===== config.mk =====
export PLATFORM = sky130hd
export DESIGN_NAME = loop_stack_ctrl
export DESIGN_NICKNAME = d
export VERILOG_FILES = /design/src/rtl/loop_stack_ctrl.sv
export SDC_FILE = /design/constraint.sdc
export NUM_CORES = 1
export LEC_CHECK = 0
export ABC_AREA = 1
export CAP_MARGIN = 20
export CORE_MARGIN = 2
export CORE_UTILIZATION = 55
export CTS_CLUSTER_DIAMETER = 50
export DETAILED_ROUTE_END_ITERATION = 12
export PLACE_DENSITY_LB_ADDON = 0.2
export SYNTH_ARGS = -nofsm -noshare
export SYNTH_HDL_FRONTEND = slang
export SYNTH_SLANG_ARGS = --single-unit

===== constraint.sdc =====
create_clock -name clk -period 2.55 [get_ports clk]
set_input_delay 0.255 -clock clk [delete_from_list [all_inputs] [get_ports clk]]
set_output_delay 0.255 -clock clk [all_outputs]
set_load 0.03 [all_outputs]

===== src/rtl/loop_stack_ctrl.sv =====
`default_nettype none
// ============================================================================
// Module   : loop_stack_ctrl
// Purpose  : Sequences the loop-return stack RAM for '[' / ']' bracket
//            instructions, including forward-skip nesting while a loop body
//            is bypassed.
// Revision : 1.0
// ============================================================================
module loop_stack_ctrl #(
  parameter int I_ADDR_WIDTH   = 16,
  parameter int MAX_LOOP_DEPTH = 256
) (
  input  logic                    clk,
  input  logic                    rst_n,
  input  logic                    cmd_valid,
  output logic                    cmd_ready,
  input  logic [1:0]              cmd_op,
  input  logic [I_ADDR_WIDTH-1:0] cmd_pc,
  input  logic                    cell_zero,
  output logic                    rsp_valid,
  output logic                    rsp_jump,
  output logic [I_ADDR_WIDTH-1:0] rsp_target,
  output logic                    skipping,
  output logic                    err,
  output logic [31:0]             depth,
  output logic                    stk_we,
  output logic [31:0]             stk_waddr,
  output logic [I_ADDR_WIDTH-1:0] stk_wdata,
  output logic [31:0]             stk_raddr,
  input  logic [I_ADDR_WIDTH-1:0] stk_rdata
);

  typedef enum logic [1:0] {
    ST_IDLE = 2'd0,
    ST_SKIP = 2'd1,
    ST_RD   = 2'd2,
    ST_HALT = 2'd3
  } state_t;

  localparam logic [1:0]  OP_OPEN   = 2'b01;
  localparam logic [1:0]  OP_CLOSE  = 2'b10;
  localparam logic [31:0] MAX_DEPTH = 32'(MAX_LOOP_DEPTH);

  state_t                  state_q, state_d;
  logic [31:0]             depth_q, depth_d;
  logic [31:0]             nest_q, nest_d;
  logic                    err_q, err_d;
  logic                    rsp_valid_q, rsp_valid_d;
  logic                    rsp_jump_q, rsp_jump_d;
  logic [I_ADDR_WIDTH-1:0] rsp_target_q, rsp_target_d;

  logic                    accept;
  logic [I_ADDR_WIDTH-1:0] pc_inc;

  assign cmd_ready = (state_q == ST_IDLE) || (state_q == ST_SKIP);
  assign accept    = cmd_valid && cmd_ready;
  assign pc_inc    = cmd_pc + I_ADDR_WIDTH'(1);

  assign skipping   = (state_q == ST_SKIP);
  assign err        = err_q;
  assign depth      = depth_q;
  assign rsp_valid  = rsp_valid_q;
  assign rsp_jump   = rsp_jump_q;
  assign rsp_target = rsp_target_q;

  // Read address always tracks the current top so a peek needs no extra cycle.
  assign stk_waddr = depth_q;
  assign stk_wdata = cmd_pc;
  assign stk_raddr = (depth_q != 32'd0) ? (depth_q - 32'd1) : 32'd0;

  always_comb begin
    state_d      = state_q;
    depth_d      = depth_q;
    nest_d       = nest_q;
    err_d        = err_q;
    rsp_valid_d  = 1'b0;
    rsp_jump_d   = rsp_jump_q;
    rsp_target_d = rsp_target_q;
    stk_we       = 1'b0;

    case (state_q)
      ST_IDLE: begin
        if (accept) begin
          rsp_valid_d  = 1'b1;
          rsp_jump_d   = 1'b0;
          rsp_target_d = pc_inc;
          if (cmd_op == OP_OPEN) begin
            if (cell_zero) begin
              state_d = ST_SKIP;
              nest_d  = 32'd0;
            end else if (depth_q < MAX_DEPTH) begin
              stk_we  = 1'b1;
              depth_d = depth_q + 32'd1;
            end else begin
              err_d        = 1'b1;
              rsp_target_d = cmd_pc;
              state_d      = ST_HALT;
            end
          end else if (cmd_op == OP_CLOSE) begin
            if (depth_q == 32'd0) begin
              err_d        = 1'b1;
              rsp_target_d = cmd_pc;
              state_d      = ST_HALT;
            end else if (cell_zero) begin
              depth_d = depth_q - 32'd1;
            end else begin
              // Backward jump: response waits one cycle for the RAM read.
              rsp_valid_d  = 1'b0;
              rsp_jump_d   = rsp_jump_q;
              rsp_target_d = rsp_target_q;
              state_d      = ST_RD;
            end
          end
        end
      end

      ST_SKIP: begin
        if (accept) begin
          rsp_valid_d  = 1'b1;
          rsp_jump_d   = 1'b0;
          rsp_target_d = pc_inc;
          if (cmd_op == OP_OPEN) begin
            nest_d = nest_q + 32'd1;
          end else if (cmd_op == OP_CLOSE) begin
            if (nest_q != 32'd0) begin
              nest_d = nest_q - 32'd1;
            end else begin
              state_d = ST_IDLE;
            end
          end
        end
      end

      ST_RD: begin
        rsp_valid_d  = 1'b1;
        rsp_jump_d   = 1'b1;
        rsp_target_d = stk_rdata + I_ADDR_WIDTH'(1);
        state_d      = ST_IDLE;
      end

      ST_HALT: begin
      end

      default: begin
        state_d = ST_IDLE;
      end
    endcase
  end

  always_ff @(posedge clk or negedge rst_n) begin
    if (!rst_n) begin
      state_q      <= ST_IDLE;
      depth_q      <= 32'd0;
      nest_q       <= 32'd0;
      err_q        <= 1'b0;
      rsp_valid_q  <= 1'b0;
      rsp_jump_q   <= 1'b0;
      rsp_target_q <= '0;
    end else begin
      state_q      <= state_d;
      depth_q      <= depth_d;
      nest_q       <= nest_d;
      err_q        <= err_d;
      rsp_valid_q  <= rsp_valid_d;
      rsp_jump_q   <= rsp_jump_d;
      rsp_target_q <= rsp_target_d;
    end
  end

endmodule
`default_nettype wire

==> flow_summary.toml <==
[pwr]
p_per_area_nw_per_um2 = 1163
p_sw_uw = 7559
p_clk_frac = 0.108
p_seq_frac = 0.163
power_uw = 14370
p_leak_uw = 0.006331
switching_share = 0.5262
intPower_uw = 6806
combPwrFrac = 0.729
ir_drop_mv = 0.7742

[yosys]
syn_avg_cell_area_sq_um = 5.964
synthDistinctLibCells = 40
synth_warnings = 0
synth_top_area_share = 0.2225
ys_seq_elements = 85
ys_seq_area_frac = 0.2225
synth_cells = 1603
synth.largest_area_cell = "dfrtp_1"
synthTopCellsByArea = "dfrtp_1, nand2_1, nor2_1, nand3_1, inv_1"
syn_nets = 1688
syn-cell-area_sq_um = 9560

[min_path]
hp-class = "in -> async"

[finish]
layout.cells.most_common = "nand2_1"
antennaDiodeCount = 0
final_cell_mix = "nand2_1, nor2_1, inv_1, buf_4, clkdlybuf4s50_1"
syn_to_final_growth_pct = 29.18
n_fill_cell = 1516
drive_gt1_frac = 0.1262
seq_area_sq_um = 2132
fin_util = 0.7216
fin_nets = 1911
multi_input_area_sq_um = 6295

[floorplanning]
die_height_microns = 135.8
coreArea_sq_um = 17120
fp-row-count = 48
start_util = 0.5586
die-area_sq_um = 18450
die-width_microns = 135.8
pin_count = 172

[clocking]
clk_latency_ns = 0.35
clk_pin_slew_ns = 0.07
cts_sinks = 85
cts.path.max_buffers = 2
h-tree-depth = 3
cts_tree = "done"
cts_buffers = 9
cts_root_buf = "clkbuf_16"

[setup_path]
path_common_cell = "buf_4"
cp_data_arrival_time_ns = 2.21
max_stage_delay_ns = 0.39
cp_data_required_time_ns = 2.30
crit_chain = "buf_4 -> nor2_2 -> nand2_2 -> nor3_4 -> nand2_1 -> nor2_4 -> buf_4 -> nor2_1 -> dlygate4sd2_1"
worstSetupEndpointType = "output port"
cpLargestDelayFamily = "simple AND/OR/NAND/NOR gates"
critPathLaunchType = "flip-flop"
critPathSlowestCell = "dfrtp_1"
path_class = "reg -> out"
crit_fanout = 6
worst-path-buf-inv = 3

[run]
maxCapViolCount = 0

[global_route]
grtUsageTotal = 0.3431
grt_max_degree = 45
grt-ovfl-total = 0
grt_pass1_wl_microns = 50330
antenna_found_initial = 0
grt_pass1_vias = 10290

[timing]
max_freq_mhz = 404.9
rsz0062_at_grt = "yes"
tightest_slew_ns = 0.7246
period_needed_ns = 2.470
finalSetupTns_ns = 0
hold_viol_final = 0
maxSlewViolCount = 0
fin_worst_skew_ns = 0.008193
slew-limit-headroom = 0.5164
fin_crit_sh = 0.9684
setup_viol = 0

[routing]
wl_per_cell_microns = 15.46
drc = 0
drt_iter0_markers = 897
drt-pass1-iter-count = 5
via_per_inst = 5.410
routed_wl_microns = 31790
vias = 11120
postRouteAntennaNets = 0

[status]
status = "completed"

[place]
hpwl_microns = 24920
io_buffers = 171
gp_congestion = 1.017
## flip-flops by register name, indices dropped and copies added (netlist names)
register    cells
depth          32
err             1
nest_q         32
rsp_jump        1
rsp_target     16
rsp_valid       1
state_q         2
## path summary, 6_finish.rpt
kind,start,endpoint,slack [ns],cells past startpoint
max in group asynchronous,rst_n,depth[10],1.44,3
hold / removal,rst_n,depth[31],0.44,2
setup / recovery,depth[6],stk_raddr[10],0.08,9
setup reg to reg,depth[10],rsp_target[4],0.18,14
hold reg to reg,rsp_target[1],rsp_target[1],0.48,2
min in group clk,rsp_target[1],rsp_target[1],0.48,2
## per-stage QoR
stage / setup WS (ns) / cells / hold slack [ns] / area [sq um]
6_report: 0.08050 / 2056 / 0.4402 / 12350
3_3_place_gp: -0.1231 / 2029 / 0.2911 / 11850
4_1_cts: 0.005131 / 2049 / 0.4617 / 12230
5_1_grt: -0.01376 / 2056 / 0.4885 / 12350
2_1_floorplan: 0.03533 / 1603 / -0.04059 / 9564
3_5_place_dp: -0.1204 / 2029 / 0.2903 / 11850
## power by group through the flow
stage	Combinational, uW	Sequential [uW]	Clock, uW
6_report	10500	2340	1550
5_1_grt	11500	2400	1620
4_1_cts	10300	2310	1570
3_5_place_dp	10300	2330	0
3_3_place_gp	10100	2320	0
2_1_floorplan	5960	2890	0
## routing by layer
| metal | vias to the layer above | track usage | share of wire |
|---|---|---|---|
| li1 | 5478 | - | - |
| met1 | 5044 | 0.4326 | 0.41 |
| met2 | 517 | 0.5805 | 0.48 |
| met3 | 84 | 0.06078 | 0.082 |
| met4 | 0 | 0.1412 | 0.031 |
| met5 | - | 0 | 0 |
## cell families (layout without fill, tap and decap cells)
family,after synthesis,count (layout),synth area share
AOI/OAI and AO/OA,147,147,0.08219
and+or+nand+nor,1010,1011,0.4552
buffers and inverters,262,489,0.1302
adders and majority gates,47,47,0.06230
xor gates and xnor gates,52,52,0.04764
DFF,85,85,0.2225
## area by class of cell
| cell class | count | share of cell area |
|---|---|---|
| multi-input cells | 1257 | 0.5097 |
| repair buffers | 298 | 0.2142 |
| flip-flops and latches | 85 | 0.1726 |
| inverters | 175 | 0.05319 |
| well taps | 225 | 0.02279 |
| clock buffers | 11 | 0.01884 |
| clock inverters | 5 | 0.008712 |
## synth_stat cells, drive strengths merged
| cell | count |
|---|---|
| a21boi | 1 |
| a21o | 1 |
| a21oi | 53 |
| a22oi | 1 |
| buf | 74 |
| clkbuf | 13 |
| dfrtp | 85 |
| fa | 1 |
| ha | 46 |
| inv | 175 |
| nand2 | 574 |
| nand3 | 134 |
| nand3b | 6 |
| nand4 | 31 |
| nor2 | 227 |
| nor3 | 27 |
| nor4 | 6 |
| o211ai | 3 |
| o21a | 1 |
| o21ai | 77 |
| o21bai | 7 |
| o221ai | 1 |
| o22ai | 1 |
| o31ai | 1 |
| or2 | 5 |
| xnor2 | 23 |
| xor2 | 29 |
## what timing repair did
item	4_1_cts	5_1_grt
setup buffers	3	6
cloned	0	1
hold buffers	1	0
hold endpoints to repair	41	0
pin swaps	1	9
resized for setup	25	35
endpoints found under the setup margin	22	36
No activity file was read; power rests on OpenSTA's default activity.
